==> config.mk <==
export PLATFORM = sky130hd
export DESIGN_NAME = reg_share_arb
export DESIGN_NICKNAME = d
export VERILOG_FILES = /design/src/rtl/reg_share_pkg.sv /design/src/rtl/reg_share_arb_rr_pick.sv /design/src/rtl/reg_share_arb.sv
export SDC_FILE = /design/constraint.sdc
export NUM_CORES = 1
export LEC_CHECK = 0
export ABC_AREA = 1
export CAP_MARGIN = 20
export CORE_MARGIN = 5
export CORE_UTILIZATION = 25
export CTS_BUF_LIST = sky130_fd_sc_hd__clkbuf_8
export CTS_CLUSTER_DIAMETER = 50
export DETAILED_ROUTE_END_ITERATION = 6
export GPL_TIMING_DRIVEN = 0
export SYNTH_ARGS = -nofsm -noshare
export SYNTH_HDL_FRONTEND = slang
export SYNTH_HIERARCHICAL = 1
export SYNTH_SLANG_ARGS = --single-unit
==> constraint.sdc <==
create_clock -name clk -period 2.2 [get_ports clk]
set_clock_uncertainty 0.2 [all_clocks]
set_input_delay 0.22 -clock clk [delete_from_list [all_inputs] [get_ports clk]]
set_output_delay 0.22 -clock clk [all_outputs]
set_load 0.02 [all_outputs]
==> src/rtl/reg_share_pkg.sv <==
// Shared types and default sizing for the register-sharing arbiter slice.
package reg_share_pkg;

  // Arbiter has two states: waiting for a request, or serving one owner
  typedef enum logic {
    IDLE = 1'b0,
    OWN  = 1'b1
  } arb_state_t;

  localparam int DEF_NUM_REQ  = 4;
  localparam int DEF_DATA_W   = 8;
  localparam int DEF_MAX_HOLD = 4;

endpackage

==> src/rtl/reg_share_arb_rr_pick.sv <==
// Round-robin picker: finds the first set request bit at or after ptr,
// wrapping past NUM_REQ-1 back to 0.
module rr_pick
  import reg_share_pkg::*;
#(
  parameter int NUM_REQ = DEF_NUM_REQ,
  parameter int PW      = $clog2(NUM_REQ)
) (
  input  logic [NUM_REQ-1:0] req,
  input  logic [PW-1:0]      ptr,
  output logic               any,
  output logic [PW-1:0]      winner
);

  logic [PW:0]   sum;
  logic [PW-1:0] idx;

  // Scan offsets from farthest to nearest so the closest set bit to ptr is the last one kept
  always_comb begin
    any    = 1'b0;
    winner = '0;
    sum    = '0;
    idx    = '0;
    for (int k = NUM_REQ - 1; k >= 0; k--) begin
      sum = {1'b0, ptr} + (PW+1)'(k);
      if (sum >= (PW+1)'(NUM_REQ)) begin
        sum = sum - (PW+1)'(NUM_REQ);
      end
      idx = sum[PW-1:0];
      if (req[idx]) begin
        any    = 1'b1;
        winner = idx;
      end
    end
  end

endmodule

==> src/rtl/reg_share_arb.sv <==
// Round-robin arbiter that lets NUM_REQ clients take turns writing one
// shared DATA_W register, at most MAX_HOLD beats per grant, with one idle
// bubble between grants.
module reg_share_arb
  import reg_share_pkg::*;
#(
  parameter int NUM_REQ  = DEF_NUM_REQ,
  parameter int DATA_W   = DEF_DATA_W,
  parameter int MAX_HOLD = DEF_MAX_HOLD
) (
  input  logic                        clk,
  input  logic                        rst,
  input  logic [NUM_REQ-1:0]          req,
  input  logic [NUM_REQ*DATA_W-1:0]   data_in,
  output logic [NUM_REQ-1:0]          gnt,
  output logic [$clog2(NUM_REQ)-1:0]  owner,
  output logic [DATA_W-1:0]           data_out,
  output logic                        wr_valid
);

  localparam int PW = $clog2(NUM_REQ);
  localparam int BW = $clog2(MAX_HOLD) + 1;
  localparam logic [BW-1:0] LAST_BEAT = BW'(MAX_HOLD - 1);
  localparam logic [PW-1:0] LAST_IDX  = PW'(NUM_REQ - 1);

  arb_state_t          state_q;
  logic [PW-1:0]       ptr_q;
  logic [PW-1:0]       ptr_d;
  logic [BW-1:0]       beat_q;
  logic [BW-1:0]       beat_d;
  logic [NUM_REQ-1:0]  gnt_q;
  logic [PW-1:0]       owner_q;
  logic [DATA_W-1:0]   data_q;
  logic                wr_valid_q;

  logic                pickAny;
  logic [PW-1:0]       pickWinner;
  logic                ownerReq;
  logic                writeEn;

  rr_pick #(
    .NUM_REQ (NUM_REQ),
    .PW      (PW)
  ) u_pick (
    .req    (req),
    .ptr    (ptr_q),
    .any    (pickAny),
    .winner (pickWinner)
  );

  // The owner keeps writing only while it still requests; the pointer moves just past it when the grant ends
  always_comb begin
    ownerReq = req[owner_q];
    writeEn  = (state_q == OWN) && ownerReq;
    ptr_d    = (owner_q == LAST_IDX) ? '0 : owner_q + PW'(1);
    beat_d   = beat_q + BW'(1);
  end

  // Grant FSM: pick in IDLE, serve beats in OWN, always fall back to IDLE for one bubble
  always_ff @(posedge clk or posedge rst) begin
    if (rst) begin
      state_q    <= IDLE;
      ptr_q      <= '0;
      beat_q     <= '0;
      gnt_q      <= '0;
      owner_q    <= '0;
      wr_valid_q <= 1'b0;
    end else if (state_q == IDLE) begin
      wr_valid_q <= 1'b0;
      if (pickAny) begin
        gnt_q   <= NUM_REQ'(1) << pickWinner;
        owner_q <= pickWinner;
        beat_q  <= '0;
        state_q <= OWN;
      end
    end else begin
      wr_valid_q <= ownerReq;
      if (ownerReq && (beat_q != LAST_BEAT)) begin
        beat_q <= beat_d;
      end else begin
        gnt_q   <= '0;
        ptr_q   <= ptr_d;
        beat_q  <= '0;
        state_q <= IDLE;
      end
    end
  end

  // Shared data register: captures the owner's slice on every write beat, holds otherwise
  always_ff @(posedge clk or posedge rst) begin
    if (rst) begin
      data_q <= '0;
    end else if (writeEn) begin
      data_q <= data_in[int'(owner_q) * DATA_W +: DATA_W];
    end
  end

  assign gnt      = gnt_q;
  assign owner    = owner_q;
  assign data_out = data_q;
  assign wr_valid = wr_valid_q;

endmodule

Word level (Yosys, flattened, before mapping)
Index checks and enable logic that the tools add are counted.

Output and inout port bits: 15. Word-level logic and storage cells: 71. Flip-flop bits (word level): 21.

Shift-type cells: 2. Reductions and logical operators: 6. Equal/unequal tests: 3. Bitwise operators: 2. $lt $le $gt $ge: 9. Add/sub/neg operators: 9. Muxes and demuxes: 33.

Operator list (count): $shiftx A32 B6 Y8 (1); $mux W2 (9); $lt A2 B3 Y1 const B (5); $mux W1 (13); $mux W4 (3); $bmux W1 S2 (5); $ge A3 B3 Y1 const B (3); $mux W3 (3); $sub A2 B1 Y2 const B (4); $add A2 B2 Y3 const B (2); $reduce_and A2 Y1 (3); $shl A1 B2 Y4 const A (1); $add A2 B1 Y3 const B (1); $add A3 B1 Y3 const B (1); $ge A2 B3 Y1 const B (1); $ne A3 B2 Y1 const B (1); $add A2 B1 Y2 const B (1); $eq A2 B2 Y1 const B (1); $logic_and A1 B1 Y1 (2); $ne A2 B2 Y1 const B (1); $not A1 Y1 (2); $reduce_bool A2 Y1 (1).

Depth between registers and ports, before layout
Depth in word-level cells: 12. Mapped depth: 12.

By module
Netlist, hierarchy kept.

By module, submodules not included: reg_share_arb (area each 1182.4 µm², instances 1, cells each 148); rr_pick (area each 212.7 µm², instances 1, cells each 46).

Least setup slack after synthesis
No wires, ideal clock.

Kind: register to register. From: reg ptr_q[0]. To: reg gnt_q[2] (netlist: gnt[2]). Period minus slack after synthesis: 1.586 ns. Setup slack: 0.614 ns. Arrival: 1.267 ns. Required time: 1.882 ns. Buffers on the path: 1. Stages on the path, launching flop included: 10. Cell sequence: dfrtp_1 > buf_6 > nand2_2 > and2_4 > a21oi_1 > nand2_1 > nand2_1 > inv_1 > nand3_1 > nand2_1.

Elaborated cells on any way between the ends: 36. Those cells by class: add/sub (7); order compare (4); shift (1); mux (22); reduce/logical (2).

RTL lines: start, declared (RTL line reg_share_arb.sv:27) `logic [PW-1:0] ptr_q;`; start signal, assigned (RTL line reg_share_arb.sv:82) `ptr_q <= ptr_d;`; $add A2 B2 Y3 (RTL line reg_share_arb_rr_pick.sv:25) `sum = {1'b0, ptr} + (PW+1)'(k);`; $ge A3 B3 Y1 or $sub A2 B1 Y2 (tied branches) (RTL line reg_share_arb_rr_pick.sv:26, reg_share_arb_rr_pick.sv:27); $mux W2 (RTL line reg_share_arb_rr_pick.sv:26) `if (sum >= (PW+1)'(NUM_REQ)) begin`; $bmux W1 S2 (RTL line reg_share_arb_rr_pick.sv:30) `if (req[idx]) begin`; $mux W1 (not written as such) (RTL line reg_share_arb_rr_pick.sv:30); $mux W1 (3 in a row) (RTL line reg_share_arb_rr_pick.sv:30); $mux W1 * (RTL line reg_share_arb_rr_pick.sv:30); net pickAny (RTL line reg_share_arb.sv:36) `logic pickAny;`; $reduce_bool A2 Y1 (no line) *; $reduce_and A2 Y1 (no line) *; end signal, assigned (RTL line reg_share_arb.sv:71) `gnt_q <= NUM_REQ'(1) << pickWinner;`; end, declared (RTL line reg_share_arb.sv:31) `logic [NUM_REQ-1:0] gnt_q;`.

The timed path passes the listed nets; every way through them passes the cells marked *. The select of a mux whose other input is x is not followed. A chain may end at the register's enable or synchronous reset.

Final worst setup path
Same ends and word-level chain as after synthesis.

==> out/results.ini <==
[outcome]
status = finished, final reports clean

[floorplanning]
core-area_sq_mm = 0.00547
initial_core_util = 0.255
pin_count = 53
rows = 27
die_area_sq_mm = 0.00717
die_h_microns = 84.7
die_width_microns = 84.7

[cts]
cts_resized = 0
cts_tree = yes
clkTransAtPathRegs_ns = 0.08
clk_latency_ns = 0.26
htreeDepth = 1
cts_hold_buf = 0
clock-sinks = 21
cts_buffer_depth = 2
post_cts_buffers = 0
cts_made_buffers = 3
cts_root_buf = clkbuf_8

[setup_path]
worstSetupEndpointType = flip-flop
max_stage_delay_ns = 0.39
crit_top_cell = nand2_1
start_kind = flip-flop
worst-path-buf-inv = 2
cp_data_arrival_time_ns = 1.75
required_ns = 2.15
cp_max_fo = 10
slowest_stage = dfrtp_1
cpLargestDelayFamily = simple AND/OR/NAND/NOR gates
crit_chain = buf_6, nand2_2, and2_4, a21oi_1, nand2_1, nand2_1, inv_1, nand3_1, nand2_1
critPathKind = reg2reg

[final_layout]
finalNetCount = 292
post-route-util = 0.375
area_delta_synth_final_pct = 47.0
layout_commonest_cell = nand2_1
layout-drive-gt1-share = 0.104
final_cell_mix = nand2_1 (66), clkdlybuf4s50_1 (52), nor2_1 (21), dfrtp_1 (21), o21ai_0 (19)
diodes = 0
final_cells = 322

[yosys]
synth_seq_area_share = 0.377
syn_nets = 235
syn_avg_cell_area_sq_um = 7.19
synth_cell_types = 24
synth_area_sq_mm = 0.00140
synthCells = 194
ys_ff_latch = 21
yosysWarningCount = 6

[global_route]
grt-ovfl-total = 0
grt_pass1_wl_mm = 6.47
first_global_vias = 1343
grtUsageTotal = 0.111
grt_max_degree = 22
antenna_found_initial = 0

[hold_path]
hold_class = in2async

[power]
pwr-share-clk = 0.094
pwr-share-seq = 0.252
ir_worst_vdd_mv = 0.358
p_leak_nw = 0.986
combPwrFrac = 0.655
power_switching_w = 0.00128
p_sw_frac = 0.478
power.density_mw_per_mm2 = 1300
internal_power_w = 0.00140

[timing]
worst_pin_slew_ns = 0.795
fin_tns_setup_ns = 0
fin_crit_sh = 0.818
grt_setup_unrepaired = no
finalHoldViolCount = 0
maxSlewHeadroom = 0.469
whs_ns = 0.206
setup_violations = 0
fmax_ghz = 0.556
period_needed_ns = 1.80
setup_slack_ns = 0.400
drv_slew = 0

[placement]
dp_hpwl_mm = 3.09
dp_slack_ns = 0.134
dp.cells = 318
port_buffers = 52
finalWeightedCongestion = 0.838

[run]
cap_violations = 0

[detailed_routing]
viasPerCell = 4.38
drc = 0
vias = 1410
first_iter_violations = 48
antenna_left = 0
first_pass_iters = 4
avgRoutedWirePerCell_microns = 12.3
wl_mm = 3.95

==> power groups by stage <==
| stage | clock network [W] | logic (W) | registers, W |
|---|---|---|---|
| finish | 0.000250 | 0.00175 | 0.000673 |
| global route | 0.000274 | 0.00195 | 0.000703 |
| CTS | 0.000254 | 0.00178 | 0.000676 |
| detailed placement | 0 | 0.00177 | 0.000681 |
| global placement | 0 | 0.00177 | 0.000679 |
| floorplan | 0 | 0.00105 | 0.000811 |
==> synthesized netlist by cell type <==
library cell	count	share of area
inv_6	1	0.0063
buf_6	3	0.024
o21ai_1	2	0.0072
clkinv_2	1	0.0036
o21ai_2	1	0.0063
ha_1	3	0.027
o22ai_1	8	0.036
nand2_4	2	0.016
nand3_4	3	0.038
or2_2	1	0.0045
a21oi_1	1	0.0036
buf_4	1	0.0054
nand2_1	66	0.18
inv_1	14	0.038
buf_2	2	0.0072
a21boi_1	1	0.0054
inv_2	2	0.0054
nand2_2	3	0.013
nor2_1	21	0.057
dfrtp_1	21	0.38
nand3_1	15	0.054
nand3_2	2	0.014
o21ai_0	19	0.068
and2_4	1	0.0063
==> sequential cells by signal, indices dropped and copies added, names as in the netlist <==
signal,cells
ptr_q,2
beat_q,3
state_q,1
owner,2
data_out,8
gnt,4
wr_valid,1
==> through the flow <==
step	total power [W]	cell area [sq um]
4_1_cts	0.00271	2050
5_1_grt	0.00293	2050
3_3_place_gp	0.00245	2010
6_report	0.00267	2050
2_1_floorplan	0.00187	1400
3_5_place_dp	0.00246	2010
==> path summary, 6_finish.rpt <==
| check | startpoint | to | slack, ns | depth (start not counted) |
|---|---|---|---|---|
| setup / recovery | ptr_q[0] | gnt[2] | 0.40 | 9 |
| setup reg to reg | ptr_q[0] | gnt[2] | 0.40 | 9 |
| min in group clk | beat_q[2] | beat_q[2] | 0.28 | 2 |
| hold / removal | rst | ptr_q[0] | 0.21 | 2 |
| hold reg to reg | beat_q[2] | beat_q[2] | 0.28 | 2 |
| max in group asynchronous | rst | owner[0] | 1.10 | 2 |
==> layout make-up <==
| class | count | area, sq um |
|---|---|---|
| Clock inverter | 1 | 3.75 |
| Fill cell | 577 | 3420 |
| Timing Repair Buffer | 52 | 520 |
| Buffer | 6 | 51.3 |
| Multi-Input combinational cell | 149 | 744 |
| Sequential cell | 21 | 526 |
| Inverter | 18 | 73.8 |
| Clock buffer | 3 | 41.3 |
| Tap cell | 72 | 90.1 |
==> metal layers <==
layer | vias up | track usage | routed length [microns]
met5 | - | 0 | 0
met4 | 0 | 0.0360 | 46
met3 | 5 | 0.0363 | 393
met2 | 54 | 0.169 | 1580
met1 | 610 | 0.149 | 1930
li1 | 741 | - | -
==> cell families (layout without fill, tap and decap cells) <==
family                     Yosys count  in the layout  share of synthesized area
and+or+nand+nor                    114            114                      0.380
AOI/OAI and AO/OA                   32             32                      0.126
adders and majority gates            3              3                     0.0269
buffers and inverters               24             80                     0.0897
DFF                                 21             21                      0.377
==> worst register-to-register path, delay by kind of cell, from the launching register on <==
kind            cells  cell delay (ns)
flops               1             0.39
compound gates      1             0.12
simple gates        6             0.70
buf+inv             2             0.28
No activity file was read; power rests on OpenSTA's default activity.
